<file path="src/rtl/hidden_ram_arbiter.sv">
// hidden_ram_arbiter
//   Round-robin arbiter and sequencer for the single-port hidden-unit RAM.
//   The RAM has a registered read address and one cycle of read latency. The
//   hidden-layer producer (A) and the output-layer consumer (B) share the RAM.
//   Requesters may hold ownership for locked bursts of up to MAX_BURST grants.
//   An optional clear sweep writes zero to every RAM entry. The sweep is
//   compiled in only when HIDDEN_RAM_ARB_CLEAR_EN is defined. Without it,
//   clr_start is ignored and clr_busy is tied low.
//
// Ports
//   clk, rst_n                    clock and asynchronous active-low reset
//   a_*/b_* req,we,lock,addr,wdata  requester transaction inputs
//   a_gnt, b_gnt                  combinational grant, one-cycle transaction
//   a_rvalid, b_rvalid            read data valid on rdata, one cycle after grant
//   rdata                         ram_q passed through (0 while in reset)
//   clr_start, clr_busy           clear sweep start pulse and sweep status
//   ram_data, ram_addr, ram_we    RAM drive
//   ram_q                         RAM read data
module hidden_ram_arbiter #(
  parameter int unsigned DATA_WIDTH = 8,
  parameter int unsigned ADDR_WIDTH = 5,
  parameter int unsigned MAX_BURST  = 4
) (
  input  logic                  clk,
  input  logic                  rst_n,
  input  logic                  a_req,
  input  logic                  a_we,
  input  logic                  a_lock,
  input  logic [ADDR_WIDTH-1:0] a_addr,
  input  logic [DATA_WIDTH-1:0] a_wdata,
  input  logic                  b_req,
  input  logic                  b_we,
  input  logic                  b_lock,
  input  logic [ADDR_WIDTH-1:0] b_addr,
  input  logic [DATA_WIDTH-1:0] b_wdata,
  output logic                  a_gnt,
  output logic                  b_gnt,
  output logic                  a_rvalid,
  output logic                  b_rvalid,
  output logic [DATA_WIDTH-1:0] rdata,
  input  logic                  clr_start,
  output logic                  clr_busy,
  output logic [DATA_WIDTH-1:0] ram_data,
  output logic [ADDR_WIDTH-1:0] ram_addr,
  output logic                  ram_we,
  input  logic [DATA_WIDTH-1:0] ram_q
);

  localparam int unsigned BW = $clog2(MAX_BURST + 1);

  typedef enum logic [1:0] {OWN_NONE, OWN_A, OWN_B} owner_t;

  owner_t                owner;
  logic                  rr_ptr;      // last granted: 0 = A, 1 = B
  logic [BW-1:0]         burst_cnt;
  logic [ADDR_WIDTH-1:0] last_addr;
  logic [DATA_WIDTH-1:0] last_data;
  logic                  clearing;
  logic                  clr_enter;
  logic [ADDR_WIDTH-1:0] clr_addr;

  logic                  gnt_any;
  logic                  gnt_lock;
  logic                  from_owner;
  logic [BW-1:0]         burst_base;
  logic [BW-1:0]         burst_next;
  logic                  keep_owner;

`ifdef HIDDEN_RAM_ARB_CLEAR_EN
  typedef enum logic {CLR_IDLE, CLR_SWEEP} clr_state_t;
  clr_state_t clr_state;

  always_ff @(posedge clk or negedge rst_n) begin
    if (!rst_n) begin
      clr_state <= CLR_IDLE;
      clr_addr  <= '0;
      clr_busy  <= 1'b0;
    end else begin
      case (clr_state)
        CLR_IDLE: begin
          if (clr_start) begin
            clr_state <= CLR_SWEEP;
            clr_busy  <= 1'b1;
          end
        end
        CLR_SWEEP: begin
          clr_addr <= clr_addr + ADDR_WIDTH'(1);
          if (clr_addr == '1) begin
            clr_state <= CLR_IDLE;
            clr_busy  <= 1'b0;
          end
        end
      endcase
    end
  end

  assign clearing  = (clr_state == CLR_SWEEP);
  assign clr_enter = (clr_state == CLR_IDLE) && clr_start;
`else
  logic unused_clr_start;
  assign unused_clr_start = clr_start;
  assign clearing  = 1'b0;
  assign clr_enter = 1'b0;
  assign clr_addr  = '0;
  assign clr_busy  = 1'b0;
`endif

  // Owner first. An owner that drops its request falls through to normal
  // arbitration, so the other side can win in the same cycle.
  always_comb begin
    a_gnt = 1'b0;
    b_gnt = 1'b0;
    if (rst_n && !clearing) begin
      if (owner == OWN_A && a_req)      a_gnt = 1'b1;
      else if (owner == OWN_B && b_req) b_gnt = 1'b1;
      else if (a_req && b_req) begin
        if (rr_ptr) a_gnt = 1'b1;
        else        b_gnt = 1'b1;
      end
      else if (a_req) a_gnt = 1'b1;
      else if (b_req) b_gnt = 1'b1;
    end
  end

  // A grant to a non-owner starts a fresh burst count. The count is never
  // inherited from a requester that just released ownership.
  always_comb begin
    gnt_any    = a_gnt | b_gnt;
    gnt_lock   = a_gnt ? a_lock : b_lock;
    from_owner = (a_gnt && owner == OWN_A) || (b_gnt && owner == OWN_B);
    burst_base = from_owner ? burst_cnt : '0;
    burst_next = burst_base + BW'(1);
    keep_owner = gnt_lock && (32'(burst_next) < MAX_BURST);
  end

  always_comb begin
    ram_we   = 1'b0;
    ram_addr = last_addr;
    ram_data = last_data;
    if (a_gnt) begin
      ram_we   = a_we;
      ram_addr = a_addr;
      ram_data = a_wdata;
    end else if (b_gnt) begin
      ram_we   = b_we;
      ram_addr = b_addr;
      ram_data = b_wdata;
    end else if (clearing) begin
      ram_we   = 1'b1;
      ram_addr = clr_addr;
      ram_data = '0;
    end
  end

  assign rdata = rst_n ? ram_q : '0;

  always_ff @(posedge clk or negedge rst_n) begin
    if (!rst_n) begin
      owner     <= OWN_NONE;
      burst_cnt <= '0;
      rr_ptr    <= 1'b1;
      a_rvalid  <= 1'b0;
      b_rvalid  <= 1'b0;
      last_addr <= '0;
      last_data <= '0;
    end else begin
      a_rvalid <= a_gnt & ~a_we;
      b_rvalid <= b_gnt & ~b_we;
      if (gnt_any) rr_ptr <= b_gnt;
      if (clr_enter || !gnt_any || !keep_owner) begin
        owner     <= OWN_NONE;
        burst_cnt <= '0;
      end else begin
        owner     <= a_gnt ? OWN_A : OWN_B;
        burst_cnt <= burst_next;
      end
      if (gnt_any || clearing) begin
        last_addr <= ram_addr;
        last_data <= ram_data;
      end
    end
  end

endmodule

</file>
<file path="config.mk">
export PLATFORM = sky130hd
export DESIGN_NAME = hidden_ram_arbiter
export DESIGN_NICKNAME = d
export VERILOG_FILES = /design/src/rtl/hidden_ram_arbiter.sv
export SDC_FILE = /design/constraint.sdc
export NUM_CORES = 1
export LEC_CHECK = 0
export CORE_MARGIN = 1
export CORE_UTILIZATION = 39
export CTS_CLUSTER_DIAMETER = 100
export DETAILED_ROUTE_END_ITERATION = 6
export PLACE_DENSITY = 0.84
export SYNTH_ARGS = -nofsm -noshare
export SYNTH_HDL_FRONTEND = slang
export SYNTH_SLANG_ARGS = --single-unit
</file>
<file path="constraint.sdc">
create_clock -name clk -period 3.6 [get_ports clk]
set_input_delay 0.72 -clock clk [delete_from_list [all_inputs] [get_ports clk]]
set_output_delay 0.72 -clock clk [all_outputs]
set_load 0.01 [all_outputs]
</file>
==> key figures <==
Die
  • Core Area: 0.00276 sq mm
  • Die Y: 56.2 um
  • Die Area: 0.00316 sq mm
  • Die Width: 56.2 um
  • # IOs: 70
  • Initial Utilization: 41.5%
  • Row count: 19

Route
  • First-pass DRT Iterations: 4
  • WL/cell: 13.7 um
  • Detailed-route via count: 1205
  • Detailed Route Iter0 Violations: 24
  • Drt via density: 5.22
  • Post-DRT Antenna Nets: 0
  • Total Routed Length: 3.16 mm
  • Drc violations: 0

CTS
  • Clock Sinks: 21
  • Clk root buf: clkbuf_4
  • Inserted Clock Buffers: 3
  • Clock tree buffer depth: 2
  • Worst skew pair latency: 0.30 ns
  • TritonCTS clock tree: done
  • Setup Buffers After CTS: 0
  • Clk slew on worst S/H paths: 0.11 ns
  • # H-tree levels: 1

Pwr
  • Pleak: 0.818 nW
  • Power Dens Cells: 363 mW/mm^2
  • VDD IR max: 0.319 mV

STA
  • Final setup fails: 0
  • Max Freq: 283 MHz
  • Fin. Hold Viols: 0
  • Worst clock skew: 0.00254 ns
  • Max-slew violation count: 0
  • RSZ-0062 raised after global routing: no
  • Crit path time final: 3.54 ns
  • Fin crit share: 98.3%
  • TNS Setup: 0 ns

Placement
  • Port Buf Inserts: 67
  • HPWL Detailed: 2.49 mm
  • RePlAce Congestion: 0.774

Critical path
  • CP max stage cell: clkdlybuf4s50_1
  • Worst path bufs/invs: 3
  • Worst endpoint required time: 2.88 ns
  • Most common cell on crit path: clkdlybuf4s50_1
  • CP peak stage delay: 0.60 ns
  • CP endpoint kind: output port
  • CP arrival: 2.82 ns
  • Crit path cell chain: clkdlybuf4s50_1 -> nor3b_1 -> a311o_1 -> buf_4 -> nor2_1 -> a31oi_1 -> clkdlybuf4s50_1
  • Crit start category: input port
  • CP max FO: 19
  • Crit path max-delay family: buffers and inverters
  • Critical path type: input port to output port

Synthesis
  • Mapped Area: 0.00114 sq mm
  • Synth Warn #: 0
  • Post-Syn Instances: 133
  • Seq/Total Area, Yosys: 46.0%
  • Mean Syn Cell Area: 8.61 sq um
  • Synthesis-stage register bit count: 21
  • Cell variety after synth: 23

Global route
  • Vias in the first global route: 1255
  • Initial antenna violation count: 0
  • Grt ovf: 0
  • First-pass GRT wire length: 5.22 mm
  • Overall Global Routing Usage: 21.1%
  • Largest net degree at the start of global routing: 29

Flow run
  • Max-cap violation count: 0

Cells and area
  • Finished Core Util: 67.9%
  • Number of antenna diodes: 0
  • Share of cells above drive strength 1: 5.50%
  • Fin nets: 245
  • P&R area growth vs syn: 63.6%

Run status
  • Status: completed

Worst hold path
  • HP Class: flop to flop
-- metal layers --
layer,vias up,routed length (um),track usage [%]
met4,0,19,7.32
li1,597,-,-
met3,2,236,5.81
met5,-,0,0
met2,54,1740,42.7
met1,552,1170,19.8
-- worst register-to-register path, cell delays in order (launching register included) --
cell      delay (ns)
dfstp_2         0.58
nor2_1          0.07
o311ai_4        0.30
buf_12          0.19
inv_4           0.10
a22o_1          0.20
and3_1          0.15
-- layout make-up --
class	instances	area, sq um
Sequential cell	21	527
Multi-Input combinational cell	100	547
Inverter	4	17.5
Fill cell	234	885
Clock buffer	4	26.3
Tap cell	31	38.8
Timing Repair Buffer	71	717
-- cells by family (layout without fill, tap and decap cells) --
logic type | after synthesis | in the layout | synth area share (%)
compound gates | 32 | 32 | 20.2
xor+xnor | 1 | 1 | 0.765
fa+ha+maj | 1 | 1 | 1.09
buf+inv | 13 | 79 | 6.56
flops | 21 | 21 | 46.0
other cells | 1 | 2 | 0.328
simple gates | 64 | 64 | 25.0
-- cells in the mapped netlist --
library cell  count  area, sq um
a21boi_1          2         15.0
a22o_1            2         17.5
a311o_1           1         10.0
a31oi_1          26          163
and2_1            9         56.3
and3_1            4         25.0
buf_2             4         20.0
buf_4             1         7.51
buf_6             2         22.5
clkbuf_1          2         7.51
conb_1            1         3.75
dfrtp_1          20          500
dfstp_2           1         26.3
ha_1              1         12.5
inv_1             2         7.51
inv_2             1         3.75
inv_4             1         6.26
nand2_1          32          120
nand4b_1          2         17.5
nor2_1           16         60.1
nor3b_1           1         7.51
o311ai_4          1         26.3
xnor2_1           1         8.76
-- cells in the final DEF, fill, tap and decap left out, drive strengths merged --
cell | synthesis | layout
and3 | 4 | 4
nor3b | 1 | 1
o311ai | 1 | 1
ha | 1 | 1
a311o | 1 | 1
a31oi | 26 | 26
clkbuf | 2 | 4
dfstp | 1 | 1
clkdlybuf4s50 | 0 | 67
dfrtp | 20 | 20
buf | 7 | 4
inv | 4 | 4
nand2 | 32 | 32
a22o | 2 | 2
nor2 | 16 | 16
nand4b | 2 | 2
a21boi | 2 | 2
conb | 1 | 2
xnor2 | 1 | 1
and2 | 9 | 9
-- final timing paths --
kind | start | endpoint | slack, ns | cells past startpoint
worst max-delay path | b_req | ram_data[0] | 0.06 | 7
worst min-delay path | rr_ptr$_DFFE_PN1P_ | rr_ptr$_DFFE_PN1P_ | 0.51 | 2
worst max register to register | rr_ptr$_DFFE_PN1P_ | burst_cnt[1]$_DFF_PN0_ | 1.93 | 6
worst min register to register | rr_ptr$_DFFE_PN1P_ | rr_ptr$_DFFE_PN1P_ | 0.51 | 2
max in group asynchronous | rst_n | rr_ptr$_DFFE_PN1P_ | 2.27 | 2
min in group asynchronous | rst_n | last_addr[4]$_DFFE_PN0P_ | 0.67 | 1
-- power breakdown --
| part | leakage [nW] | switching [mW] | internal [mW] | total, mW |
|---|---|---|---|---|
| Combinational | 0.550 | 0.122 | 0.156 | 0.278 |
| Clock | 0.0150 | 0.0699 | 0.0432 | 0.113 |
| Sequential | 0.254 | 0.0133 | 0.275 | 0.289 |
| Total | 0.818 | 0.205 | 0.475 | 0.680 |
-- sequential cells by signal, summed over array words and instances (netlist names) --
name,flops
a_rvalid,1
b_rvalid,1
burst_cnt,3
last_addr,5
last_data,8
owner,2
rr_ptr,1
-- timing repair --
item,CTS,global route
resized for setup,0,1
hold endpoints to repair,0,0
hold buffers,0,0
setup endpoints to repair,0,1
-- metrics by stage --
stage	hold slack, ns	cell area (sq um)	total power [mW]	instances	worst slack (ns)
final	0.507	1870	0.680	231	0.0623
after global routing	0.542	1870	0.720	231	0.00422
after CTS	0.509	1870	0.686	231	0.0633
after detailed placement	0.492	1840	0.572	227	0.0644
after global placement	0.471	1840	0.559	227	0.167
after floorplan	0.424	1150	0.416	134	1.17
No activity file was read; power rests on OpenSTA's default activity.
